**src/rtl/io_bus_pkg.sv**
```systemverilog
// io_bus_pkg: shared types and constants for the IO bus arbiter.
// Provides the arbiter FSM state type, master indices and peripheral word addresses.
package io_bus_pkg;
  typedef enum logic [1:0] {IDLE, ISSUE, RESP} io_arb_state_t;
  localparam int M_CPU = 0;
  localparam int M_DBG = 1;
  localparam logic [29:0] IO_PB_WADDR  = 30'h2000_0000;
  localparam logic [29:0] IO_LED_WADDR = 30'h2000_0001;
endpackage

```
**src/rtl/io_arb_pick2.sv**
```systemverilog
// io_arb_pick2: combinational two-way priority pick.
// Ports: req (per-master request), ptr (favoured master on a tie), win (one-hot winner, 0 if no request).
module io_arb_pick2 (
  input  logic [1:0] req,
  input  logic       ptr,
  output logic [1:0] win
);
  always_comb begin
    win[0] = req[0] & (~ptr | ~req[1]);
    win[1] = req[1] & (ptr | ~req[0]);
  end
endmodule

```
**src/rtl/io_bus_arbiter.sv**
```systemverilog
// io_bus_arbiter: two-master arbiter and IDLE/ISSUE/RESP sequencer for the registered-read IO port.
// Ports: clk, reset_n (async, active-low); m_req/m_addr/m_wdata/m_we/m_be per-master command,
// m_gnt/m_done one-hot pulses, m_rdata shared read data; io_addr/io_wdata/io_we/io_be to the
// peripheral, io_rdata from it (valid one cycle after the address).
// Build option: define IO_ARB_RR_EN for round-robin ties; otherwise master 0 has fixed priority.
module io_bus_arbiter
  import io_bus_pkg::*;
#(
  parameter int AW = 30,
  parameter int DW = 32
) (
  input  logic                clk,
  input  logic                reset_n,
  input  logic [1:0]          m_req,
  input  logic [1:0][AW-1:0]  m_addr,
  input  logic [1:0][DW-1:0]  m_wdata,
  input  logic [1:0]          m_we,
  input  logic [1:0][3:0]     m_be,
  output logic [1:0]          m_gnt,
  output logic [1:0]          m_done,
  output logic [DW-1:0]       m_rdata,
  output logic [AW-1:0]       io_addr,
  output logic [DW-1:0]       io_wdata,
  output logic                io_we,
  output logic [3:0]          io_be,
  input  logic [DW-1:0]       io_rdata
);
  io_arb_state_t r_state, w_next;
  logic [1:0]    w_win;
  logic          w_ptr, w_go, r_win, r_we;
  logic [3:0]    r_be;
  logic [AW-1:0] r_addr;
  logic [DW-1:0] r_wdata;

  io_arb_pick2 u_pick (.req(m_req), .ptr(w_ptr), .win(w_win));

  assign w_go = (r_state == IDLE) && (|w_win);

`ifdef IO_ARB_RR_EN
  // Pointer names the favoured master; the one just granted drops to lowest priority.
  logic r_ptr;
  always_ff @(posedge clk or negedge reset_n)
    if (!reset_n) r_ptr <= 1'b0;
    else if (w_go) r_ptr <= ~w_win[M_DBG];
  assign w_ptr = r_ptr;
`else
  assign w_ptr = 1'b0;
`endif

  always_ff @(posedge clk or negedge reset_n)
    if (!reset_n) r_state <= IDLE;
    else r_state <= w_next;

  always_comb begin
    w_next = IDLE;
    if (r_state == IDLE) w_next = w_go ? ISSUE : IDLE;
    else if (r_state == ISSUE) w_next = RESP;
  end

  always_ff @(posedge clk or negedge reset_n)
    if (!reset_n) begin
      r_addr  <= '0;
      r_wdata <= '0;
      r_we    <= 1'b0;
      r_be    <= 4'b0;
      r_win   <= 1'b0;
    end else if (w_go) begin
      r_addr  <= m_addr[w_win[M_DBG]];
      r_wdata <= m_wdata[w_win[M_DBG]];
      r_we    <= m_we[w_win[M_DBG]];
      r_be    <= m_be[w_win[M_DBG]];
      r_win   <= w_win[M_DBG];
    end

  // Strobes are qualified by state so the peripheral never sees a write outside ISSUE.
  always_comb begin
    io_addr  = r_addr;
    io_wdata = r_wdata;
    io_we    = (r_state == ISSUE) & r_we;
    io_be    = (r_state == ISSUE) ? r_be : 4'b0;
    m_gnt    = (r_state == ISSUE) ? {r_win, ~r_win} : 2'b0;
    m_done   = (r_state == RESP) ? {r_win, ~r_win} : 2'b0;
    m_rdata  = (r_state == RESP && !r_we) ? io_rdata : '0;
  end
endmodule

```
**config.mk**
```make
export PLATFORM = sky130hd
export DESIGN_NAME = io_bus_arbiter
export DESIGN_NICKNAME = d
export VERILOG_FILES = /design/src/rtl/io_bus_pkg.sv /design/src/rtl/io_arb_pick2.sv /design/src/rtl/io_bus_arbiter.sv
export SDC_FILE = /design/constraint.sdc
export NUM_CORES = 1
export LEC_CHECK = 0
export BUFFER_PORTS_ARGS = -buffer_cell sky130_fd_sc_hd__buf_2
export CORE_AREA = 2 2 110 112
export CTS_CLUSTER_SIZE = 24
export DETAILED_ROUTE_END_ITERATION = 10
export DIE_AREA = 0 0 112 114
export PLACE_DENSITY_LB_ADDON = 0.08
export RECOVER_POWER = 100
export SYNTH_ARGS = -nofsm -noshare
export SYNTH_HDL_FRONTEND = slang
export SYNTH_SLANG_ARGS = --single-unit
```
**constraint.sdc**
```tcl
create_clock -name clk -period 1.7 [get_ports clk]
set_clock_uncertainty 0.1 [all_clocks]
set_input_delay 0.085 -clock clk [delete_from_list [all_inputs] [get_ports clk]]
set_output_delay 0.085 -clock clk [all_outputs]
set_load 0.01 [all_outputs]
```
# ---- Word level (Yosys, flattened, before mapping)
# Index checks and enable logic that the tools add are counted.
dict set report op_classes {
  eq_ne 2
  mux 15
  n_lt_le_gt_ge 1
  n_bitwise 4
  reduce_logical 5
}
# op n
set op_table {}
lappend op_table {{$mux W32} 3}
lappend op_table {{$mux W30} 2}
lappend op_table {{$mux W4} 3}
lappend op_table {{$mux W2} 4}
lappend op_table {{$mux W1} 3}
lappend op_table {{$and A1 B1 Y1} 2}
lappend op_table {{$eq A2 B1 Y1 const B} 1}
lappend op_table {{$eq A2 B2 Y1 const B} 1}
lappend op_table {{$logic_and A1 B1 Y1} 2}
lappend op_table {{$logic_not A2 Y1} 1}
lappend op_table {{$lt A1 B2 Y1 const B} 1}
lappend op_table {{$not A1 Y1} 2}
lappend op_table {{$reduce_or A2 Y1} 1}
lappend op_table {{$logic_not A1 Y1} 1}
dict set report word_totals {
  elab_cells 33
  inputBits 170
  regBits 70
  output_inout_bits 103
}

# ---- Logic depth before layout (Yosys ltp)
# Gate-level depths: netlist of run 1.
dict set report depth {
  ltp_word 6
  ltp_mapped 6
  mapped_depth_nobuf 3
}

# ---- Cells and area by module
# From an unflattened synthesis of run 1, not the netlist that was laid out.
dict set report unflattened {
  hier_cells 276
  hier_area_um2 3772.4
}
# mod area_per_inst_um2 instances seq_area_each_um2 cells_each
set by_module_without_submodules {}
lappend by_module_without_submodules {io_bus_arbiter 3753.6 1 1751.7 273}
lappend by_module_without_submodules {io_arb_pick2 18.8 1 0.0 3}

# ---- Worst setup path before layout of run 1
# Ideal clock, no wire load.
dict set report synth_timing {
  path_type {reg2reg}
  start {reg r_state[1]}
  end {reg r_addr[10], in the netlist io_addr[10]}
  setup_ns 0.132
  path_slack_ns 0.198
  synth_period_minus_slack_ns 1.502
  path_buffers 3
  required_time_ns 1.468
  stages_incl_launch_ff 7
  t_arrival_ns 1.270
  cell_sequence {dfrtp_1 > or2_1 > clkbuf_1 > buf_4 > buf_6 > a22oi_1 > o21ai_1}
}
dict set report synth_between {
  elab_chain_cells 2
}
# element line
set synth_lines {}
lappend synth_lines {{start, declared} io_bus_arbiter.sv:28} ;# io_arb_state_t r_state, w_next;
lappend synth_lines {{start signal, assigned} io_bus_arbiter.sv:52} ;# else r_state <= w_next;
lappend synth_lines {{$logic_not A2 Y1} io_bus_arbiter.sv:37} ;# assign w_go = (r_state == IDLE) && (|w_win);
lappend synth_lines {{$logic_and A1 B1 Y1} io_bus_arbiter.sv:37}
lappend synth_lines {{end signal, assigned} io_bus_arbiter.sv:68} ;# r_addr <= m_addr[w_win[M_DBG]];
lappend synth_lines {{end, declared} io_bus_arbiter.sv:32} ;# logic [AW-1:0] r_addr;
# Every way passes these cells.
# A chain may end at the register's enable or synchronous reset.

# ---- Final worst setup path of run 1
dict set report layout_timing {
  start {reg r_state[0]}
  end {out m_rdata[6]}
}
dict set report layout_between {
  elab_chain_cells 3
}
# element line
set layout_lines {}
lappend layout_lines {{$eq A2 B2 Y1} io_bus_arbiter.sv:83} ;# m_rdata = (r_state == RESP && !r_we) ? io_rdata : '0;
lappend layout_lines {{$logic_and A1 B1 Y1} io_bus_arbiter.sv:83}
lappend layout_lines {{$mux W32} io_bus_arbiter.sv:83}
lappend layout_lines {{end, declared} io_bus_arbiter.sv:21} ;# output logic [DW-1:0] m_rdata,
# Every way passes these cells.

==> results.yml, run 1 <==
flow_run:
  maxCapViolations: 0
synth:
  synthArstFlopShare: 1.00
  synth_ff_type: "dfrtp_1"
  synth_seq_cells: 70
  ys_types: 18
  synthTopCellsByCount: "70 x dfrtp_1, 68 x nor2b_1, 67 x a22oi_1, 67 x a31oi_1, 48 x o21ai_0"
  syn_avg_cell_area_um2: 9.04
  yosysMostFrequentCell: "dfrtp_1"
  synth_nets: 607
  synth_edf_count: 0
  yosysWarnings: 0
  yosysTopAreaCellShare: 0.443
  synth_top_area_cell: "dfrtp_1"
  yosysSeqAreaShare: 0.443
  synth_area_leaders: "dfrtp_1 44%, a22oi_1 13%, nor2b_1 11%"
  netlist_area_um2: 3950
  synth_cells: 437
power_and_ir_drop:
  leakage_nw: 3.21
  pwr-share-clk: 0.167
  swShare: 0.411
  pwr_density_cell_nw_per_um2: 1440
  p_seq_frac: 0.311
  p_sw_mw: 4.20
  max-vdd-ir-drop_mv: 0.786
  comb_power_share: 0.522
  intPower_mw: 6.03
clock_network:
  cts_tree: "done"
  cts-root-buf: "clkbuf_16"
  clk_path_buf_depth: 2
  cts_max_level: 3
  numCtsBuffers: 9
  clock_latency_ns: 0.33
  clock_sinks: 70
  clkSlewWorstSetupHoldPaths_ns: 0.05
detailed_routing:
  dr.pass1.iters: 7
  avgViaCountPerCell: 5.22
  ant_nets: 0
  drtIter0Drc: 342
  wirelength_um: 16400
  vias: 5070
  wl_per_cell_um: 16.9
  route.detailed.drc: 0
grt:
  antenna_found_initial: 0
  grt-ovfl-total: 0
  grt_start_max_net_pins: 71
  grt_usage: 0.247
  grt_pass1_vias: 5074
  grt_pass1_wl_um: 25200
worst_setup_path:
  r2r_end: "io_wdata[3]"
  crit_start: "r_state[0]"
  startpoint_type: "flip-flop"
  r2r_cells: 4
  crit_fanout: 32
  worst-path-buf-inv: 2
  critPathMaxStageDelay_ns: 0.40
  critPathTopFamily: "simple AND/OR/NAND/NOR gates"
  path_depth: 5
  crit_chain: "nand2b_4 > nor2_4 > buf_12 > and2_1 > buf_2"
  worstSetupPathType: "reg -> out"
  cp.required_ns: 1.51
  worstSetupEndpointType: "output port"
  slowest_stage: "dfrtp_1"
  r2r-start: "r_state[1]"
  reg2reg_setup_slack_ns: 0.09
  worstSetupEndpoint: "m_rdata[6]"
  crit_arrival_ns: 1.48
layout:
  area_delta_synth_final_pct: 79.4
  stdcell_area_um2: 7090
  drive_gt1_frac: 0.300
  num_antenna_cells: 0
  final_nets: 992
floorplan:
  die_area_um2: 12800
  die_h_um: 114
  start_util: 0.337
  pin_count: 273
  num_rows: 40
  core_um2: 11700
  die-width_um: 112
timing:
  setup_viol: 0
  layout_setup_ws_ns: 0.0306
  finalCriticalPeriod_ns: 1.67
  hold_viol: 0
  min_period_over_period: 0.982
  max_slew_margin: 0.325
  slew_violations: 0
  tns_ns: 0
  rsz0062_at_grt: "true"
  timing.fmax_mhz: 599
  worst_pin_slew_ns: 1.01
worst_hold_path:
  hold_class: "in -> reg"
placement:
  io_buffers: 272
  post-dp-hpwl_um: 9760
  dpl-instance-area_um2: 5530
  place_ws_ns: 0.116
  place.gp.congestion: 0.789
outcome:
  outcome: "finished clean"
kinds of logic (layout without fill, tap and decap cells):
logic type	Yosys count	after routing	share of synthesized area
DFF	70	70	0.443
AOI/OAI and AO/OA	202	202	0.320
buffers and inverters	48	435	0.0545
and+or+nand+nor	117	117	0.182
how the worst min path moves through the flow:
stage	start	cells past startpoint	slack, ns	endpoint
final	m_addr[53]	3	0.03	io_addr[23]
after global routing	m_addr[53]	3	0.04	io_addr[23]
after CTS	m_wdata[55]	3	0.01	io_wdata[23]
after detailed placement	reset_n	2	0.05	io_addr[19]
after global placement	reset_n	2	0.05	io_addr[25]
after floorplan	reset_n	0	-0.31	io_addr[0]
metrics by stage:
stage	hold slack, ns	util	cells	power (mW)
after CTS	0.0111	0.611	971	10.4
final	0.0288	0.605	971	10.2
after global placement	0.0518	0.472	824	8.19
after detailed placement	0.0468	0.472	824	8.34
after global routing	0.0436	0.605	971	11.0
after floorplan	-0.311	-	437	6.16
power by group through the flow:
stage	Clock, mW	Combinational (mW)	Sequential, mW
3_5_place_dp	0	5.20	3.14
2_1_floorplan	0	2.75	3.41
4_1_cts	1.76	5.51	3.14
6_report	1.71	5.34	3.18
3_3_place_gp	0	5.09	3.10
5_1_grt	1.83	5.86	3.29
tightest hold or removal path: stages:
cell     delay (ns)
buf_2          0.09
a31oi_1        0.07
o21ai_0        0.17
routing by layer:
layer  share of wire  track usage  up-vias
met2            0.53        0.462      261
met5               0            0        -
li1                -            -     2383
met1            0.38        0.272     2387
met3           0.065       0.0446       39
met4           0.025        0.115        0
final cells by class:
class                           count  area (µm²)
Clock buffer                       11         253
Clock inverter                      2        10.0
Tap cell                          147         184
Timing Repair Buffer              421        2860
Fill cell                        1027        4620
Inverter                            1        3.75
Multi-Input combinational cell    319        2020
Sequential cell                    70        1750
repair_timing:
| item | 4_1_cts | 5_1_grt |
|---|---|---|
| setup buffers | 1 | 0 |
| setup endpoints to repair | 39 | 37 |
| endpoints found under the hold margin | 137 | 0 |
| hold buffers | 133 | 0 |
| pin swaps | 1 | 0 |
| gates cloned | 0 | 0 |
| gates resized for setup | 10 | 4 |
layout by cell type, fill, tap and decap left out, drive strengths merged, types with 2 or more instances in the layout:
| master | netlist | layout |
|---|---|---|
| clkinv | 0 | 2 |
| a31oi | 67 | 67 |
| o21ai | 67 | 67 |
| nor2b | 68 | 68 |
| dlygate4sd3 | 0 | 133 |
| buf | 16 | 225 |
| a22oi | 67 | 67 |
| and2 | 39 | 39 |
| nor2 | 7 | 7 |
| dfrtp | 70 | 70 |
| clkbuf | 31 | 74 |
registers in the layout, summed over array words and instances (netlist names):
name	cells
io_addr	30
io_wdata	32
r_be	4
r_state	2
r_we	1
r_win	1
Note: power is estimated with default switching activity, not from simulation.
==> run 2, diff against run 1 <==
BUFFER_PORTS_ARGS = unset   (was -buffer_cell sky130_fd_sc_hd__buf_2)
DONT_BUFFER_PORTS = 1   (was unset)
==> run 2 against run 1 <==
The flow now stops in clock tree synthesis (4_1_cts). Synthesized area unchanged. Synthesized cell count unchanged.
==> results.yml, run 2 <==
outcome:
  outcome: "aborted with a tool error"
  haltStage: "clock tree synthesis (4_1_cts)"
  tool.error: "[ERROR RSZ-0060] Max buffer count reached."
clock_network:
  clk_path_buf_depth: 2
  cts_setup_buffers: 0
  clock_sinks: 70
  cts_max_level: 3
  cts-root-buf: "clkbuf_16"
  numCtsBuffers: 9
  cts_hold_buf: 113
  cts.repair.resized: 10
synth:
  yosysWarnings: 0
  synth_top_area_cell: "dfrtp_1"
  syn_avg_cell_area_um2: 9.04
  synth_area_leaders: "dfrtp_1 44%, a22oi_1 13%, nor2b_1 11%"
  synth_cells: 437
  synth_nets: 607
  yosysSeqAreaShare: 0.443
  synth_edf_count: 0
  netlist_area_um2: 3950
  synth_ff_type: "dfrtp_1"
  ys_types: 18
  yosysTopAreaCellShare: 0.443
  synthArstFlopShare: 1.00
  synth_seq_cells: 70
  yosysMostFrequentCell: "dfrtp_1"
  synthTopCellsByCount: "70 x dfrtp_1, 68 x nor2b_1, 67 x a22oi_1, 67 x a31oi_1, 48 x o21ai_0"
floorplan:
  die-width_um: 112
  pin_count: 273
  start_util: 0.337
  die_h_um: 114
  num_rows: 40
placement:
  post-dp-hpwl_um: 8450
  io_buffers: 0
  place.gp.congestion: 0.734
run 2: cell counts after synthesis:
Identical to the previous run, type by type.
run 2: cell families after synthesis:
| logic type | Yosys count | synth area share |
|---|---|---|
| buf+inv | 48 | 0.0545 |
| flops | 70 | 0.443 |
| simple gates | 117 | 0.182 |
| compound gates | 202 | 0.320 |
run 2: per-stage QoR:
| stage | instances | area, µm² | util | hold WS (ns) | setup WS [ns] |
|---|---|---|---|---|---|
| after floorplan | 437 | 3950 | - | -0.311 | 0.198 |
| after global placement | 547 | 4070 | 0.348 | -0.309 | 0.151 |
| after detailed placement | 547 | 4070 | 0.348 | -0.309 | 0.0989 |
==> run 3, diff against run 2 <==
CORE_AREA = 2 2 144 146   (was 2 2 110 112)
CTS_CLUSTER_SIZE = unset   (was 24)
DIE_AREA = 0 0 146 148   (was 0 0 112 114)
PLACE_DENSITY_LB_ADDON = 0.15   (was 0.08)
==> run 3 against run 2 <==
The flow now finishes, with violations (hold timing).
==> results.yml, run 3 (synthesis results as in run 1) <==
layout:
  register_area_um2: 1750
  largest_reg_flops: 32
  final_nets: 721
  drive_gt1_frac: 0.0989
  stdcell_area_um2: 6120
  area_delta_synth_final_pct: 54.9
  most-common-layout-cells: "134 x dlygate4sd3_1, 70 x dfrtp_1, 67 x nor2b_1, 67 x a31oi_1, 67 x a22oi_1"
  layout_commonest_cell: "dlygate4sd3_1"
  layout.cells.non_filler: 827
  fill_cells: 2030
  multiInputGateArea_um2: 2060
clock_network:
  clock_sinks: 70
  cts-root-buf: "clkbuf_16"
  numCtsBuffers: 9
  clkSlewWorstSetupHoldPaths_ns: 0.06
  cts_max_level: 3
  clock_latency_ns: 0.34
  cts_tree: "done"
  clk_path_buf_depth: 2
timing:
  min_period_over_period: 0.995
  setup_viol: 0
  hold_viol: 136
  finalCriticalPeriod_ns: 1.69
  slew_violations: 0
  rsz0062_at_grt: "true"
  worst_pin_slew_ns: 0.291
  layout_setup_ws_ns: 0.00836
  timing.fmax_mhz: 591
  fin_hold_ws_ns: -0.668
  max_slew_margin: 0.806
worst_setup_path:
  worstSetupPathType: "reg -> out"
  crit_fanout: 8
  slowest_stage: "dfrtp_1"
  crit_chain: "nand2b_4 > nor2_4 > clkbuf_16 > and2_4"
  cp.required_ns: 1.51
  worstSetupEndpointType: "output port"
  startpoint_type: "flip-flop"
  critPathMaxStageDelay_ns: 0.40
  crit_arrival_ns: 1.51
detailed_routing:
  vias: 4066
  ant_nets: 0
  route.detailed.drc: 0
  wirelength_um: 15800
  drtIter0Drc: 246
  avgViaCountPerCell: 4.92
  dr.pass1.iters: 5
  wl_per_cell_um: 19.1
flow_run:
  maxCapViolations: 0
placement:
  place_ws_ns: 0.224
  dp.cells: 671
  post-dp-hpwl_um: 9200
  dpl-instance-area_um2: 4260
  place.gp.congestion: 0.713
  io_buffers: 0
power_and_ir_drop:
  max-vdd-ir-drop_mv: 0.717
  leakage_nw: 2.33
  pwr_density_cell_nw_per_um2: 1670
  finalPower_mw: 10.2
grt:
  grt_start_max_net_pins: 137
  grt_usage: 0.138
  grt_pass1_wl_um: 23100
  antenna_found_initial: 1
  grt_pass1_vias: 4175
  grt-ovfl-total: 0
floorplan:
  core_um2: 20000
  die-width_um: 146
  start_util: 0.197
  num_rows: 52
  die_area_um2: 21600
  die_h_um: 148
  pin_count: 273
outcome:
  violations: "hold timing"
  outcome: "finished with violations"
worst_hold_path:
  hold_class: "in -> async"
## run 3: critical path: cells and delay by family, from the launching register on
kind,cells,cell delay [ns]
buffers and inverters,1,0.20
flip-flops,1,0.40
AND/OR/NAND/NOR,3,0.56
## run 3: final cells by class
type | instances | share of cell area
multi-input cells | 319 | 0.336
flip-flops and latches | 70 | 0.286
repair buffers | 150 | 0.261
well taps | 270 | 0.0552
clock buffers | 10 | 0.0391
clock inverters | 6 | 0.0217
inverters | 1 | 0.000613
diodes | 1 | 0.000409
## run 3: what timing repair did
action,CTS,global route
pin swaps,0,7
gates resized for setup,10,16
endpoints found under the hold margin,139,134
setup endpoints to repair,39,37
hold buffers,134,1
setup buffers,0,2
cloned,0,2
## run 3: through the flow
stage | utilization | hold slack (ns) | setup TNS, ns
2_1_floorplan | - | -0.311 | 0
3_3_place_gp | 0.213 | -0.309 | 0
3_5_place_dp | 0.213 | -0.309 | 0
4_1_cts | 0.300 | -0.691 | -0.0151
5_1_grt | 0.305 | -0.689 | -0.744
6_report | 0.305 | -0.668 | 0
## run 3: final timing paths
path	depth (start not counted)	slack, ns	endpoint	start
worst min register to register	2	0.44	r_be[2]	r_be[2]
worst min-delay path	0	-0.67	io_wdata[16]	reset_n
min in group clk	2	-0.13	r_win	m_req[1]
max in group asynchronous	0	2.05	io_addr[9]	reset_n
worst max-delay path	4	0.008	m_rdata[10]	r_state[0]
worst max register to register	6	0.09	io_wdata[23]	r_state[1]
## run 3: power breakdown
part           switching, mW  internal (mW)
Sequential              1.16           2.52
Combinational           2.10           2.03
Clock                  0.791           1.62
## run 3: per-layer routing
layer / vias up / share of wire / track usage
met5: - / 0 / 0
met4: 0 / 0.022 / 0.0655
met3: 22 / 0.063 / 0.0309
met2: 210 / 0.52 / 0.251
met1: 1988 / 0.39 / 0.154
li1: 1846 / - / -
==> run 4, diff against run 3 <==
BUFFER_PORTS_ARGS = -buffer_cell sky130_fd_sc_hd__buf_2   (was unset)
DONT_BUFFER_PORTS = unset   (was 1)
clock period = 2.15 ns   (was 1.7 ns; I/O delays follow)
==> run 4 against run 3 <==
The run now ends clean. Setup slack improved by 0.10 ns. Wire length is 10% higher. Critical path type is now reg -> reg. Sequential power shrank 31%. Clock-buffer cell count increased by 1. Non-clock buffer count rose by 268. Register-to-register slack gained 0.02 ns.
==> results.yml, run 4 (synthesis results as in run 1) <==
floorplan:
  pin_count: 273
  core_um2: 20000
  num_rows: 52
  die_h_um: 148
  die_area_um2: 21600
  die-width_um: 146
  start_util: 0.197
timing:
  rsz0062_at_grt: "false"
  max_slew_margin: 0.297
  min_period_over_period: 0.949
  hold_viol: 0
  setup_viol: 0
  fin_hold_ws_ns: 0.00938
  worst_pin_slew_ns: 1.05
  finalCriticalPeriod_ns: 2.04
  slew_violations: 0
  timing.fmax_mhz: 490
  tns_ns: 0
outcome:
  outcome: "finished clean"
detailed_routing:
  route.detailed.drc: 0
  wl_per_cell_um: 15.9
  wirelength_um: 17400
  dr.pass1.iters: 4
  vias: 5035
  avgViaCountPerCell: 4.60
  ant_nets: 0
  drtIter0Drc: 177
layout:
  layout.cells.non_filler: 1094
  area_delta_synth_final_pct: 81.3
  register_area_um2: 1750
  multiInputGateArea_um2: 2000
  final_nets: 989
  num_antenna_cells: 0
  stdcell_area_um2: 7160
  most-common-layout-cells: "184 x buf_2, 131 x dlygate4sd3_1, 84 x clkbuf_1, 68 x nor2b_1, 68 x dfrtp_1"
  drive_gt1_frac: 0.272
  largest_reg_flops: 32
  layout_commonest_cell: "buf_2"
  fill_cells: 2131
worst_setup_path:
  worstSetupPathType: "reg -> reg"
  r2r-start: "r_state[0]"
  startpoint_type: "flip-flop"
  cp.required_ns: 2.27
  crit_fanout: 19
  reg2reg_setup_slack_ns: 0.11
  r2r_cells: 5
  worstSetupEndpointType: "flip-flop"
  crit_arrival_ns: 2.16
  crit_start: "r_state[0]"
  worstSetupEndpoint: "io_addr[24]"
  r2r_end: "io_addr[24]"
power_and_ir_drop:
  p_seq_frac: 0.302
  comb_power_share: 0.498
  swShare: 0.404
  pwr_density_cell_nw_per_um2: 1170
  pwr-share-clk: 0.200
  p_sw_mw: 3.40
  intPower_mw: 5.01
  leakage_nw: 3.09
  max-vdd-ir-drop_mv: 0.578
placement:
  place.gp.congestion: 0.800
  dpl-instance-area_um2: 5620
  dp.cells: 946
  io_buffers: 272
  post-dp-hpwl_um: 11000
clock_network:
  clk_path_buf_depth: 2
  clock_sinks: 70
  clkSlewWorstSetupHoldPaths_ns: 0.06
  cts_max_level: 3
  clock_latency_ns: 0.33
  cts-root-buf: "clkbuf_16"
  numCtsBuffers: 9
  cts_tree: "done"
grt:
  grt_pass1_wl_um: 27100
  grt_start_max_net_pins: 50
  antenna_found_initial: 0
  grt_usage: 0.156
  grt-ovfl-total: 0
  grt_pass1_vias: 5144
worst_hold_path:
  worstHoldStart: "m_addr[47]"
  hold_class: "in -> reg"
flow_run:
  maxCapViolations: 0
[run 4: per-stage QoR]
stage	power [mW]	util	worst slack, ns
CTS	8.67	0.363	0.0478
floorplan	4.87	-	0.648
finish	8.40	0.357	0.110
global route	9.07	0.357	0.00804
global placement	6.40	0.281	0.449
detailed placement	6.49	0.281	0.434
[run 4: worst min-delay path by stage]
| stage | end | slack (ns) | depth (start not counted) |
|---|---|---|---|
| final | io_addr[17] | 0.009 | 3 |
| after global routing | io_addr[17] | 0.03 | 3 |
| after CTS | io_addr[17] | 0.003 | 3 |
| after detailed placement | io_wdata[16] | 0.04 | 1 |
| after global placement | io_wdata[16] | 0.04 | 1 |
| after floorplan | io_addr[0] | -0.29 | 0 |
[run 4: area by class of cell]
cell class | count | area share
timing repair buffer | 418 | 0.382
multi-input combinational | 319 | 0.279
sequential | 70 | 0.245
tap | 270 | 0.0472
clock buffer | 11 | 0.0353
clock inverter | 5 | 0.0114
inverter | 1 | 0.000524
[run 4: worst max-delay path: stages (launching register included)]
cell,delay (ns)
dfrtp_2,0.45
or2_2,0.30
buf_6,0.18
a22oi_1,0.19
o21ai_0,0.11
dlygate4sd3_1,0.58
[run 4: power groups by stage]
| stage | combinational (mW) | clock (mW) | sequential [mW] |
|---|---|---|---|
| finish | 4.19 | 1.68 | 2.53 |
| global route | 4.65 | 1.79 | 2.63 |
| CTS | 4.40 | 1.76 | 2.50 |
| detailed placement | 3.98 | 0 | 2.51 |
| global placement | 3.91 | 0 | 2.49 |
| floorplan | 2.17 | 0 | 2.70 |
[run 4: metal layers]
metal	vias up	track usage	part of all wire
met5	-	0	0
met4	0	0.0466	0.016
met3	20	0.0330	0.060
met2	230	0.291	0.52
met1	2406	0.180	0.40
li1	2379	-	-
[run 4: timing repair]
action,in CTS,in global routing
setup endpoints to repair,0,16
hold buffers,131,0
endpoints found under the hold margin,103,0
buffers inserted,0,1
gates resized for setup,0,3
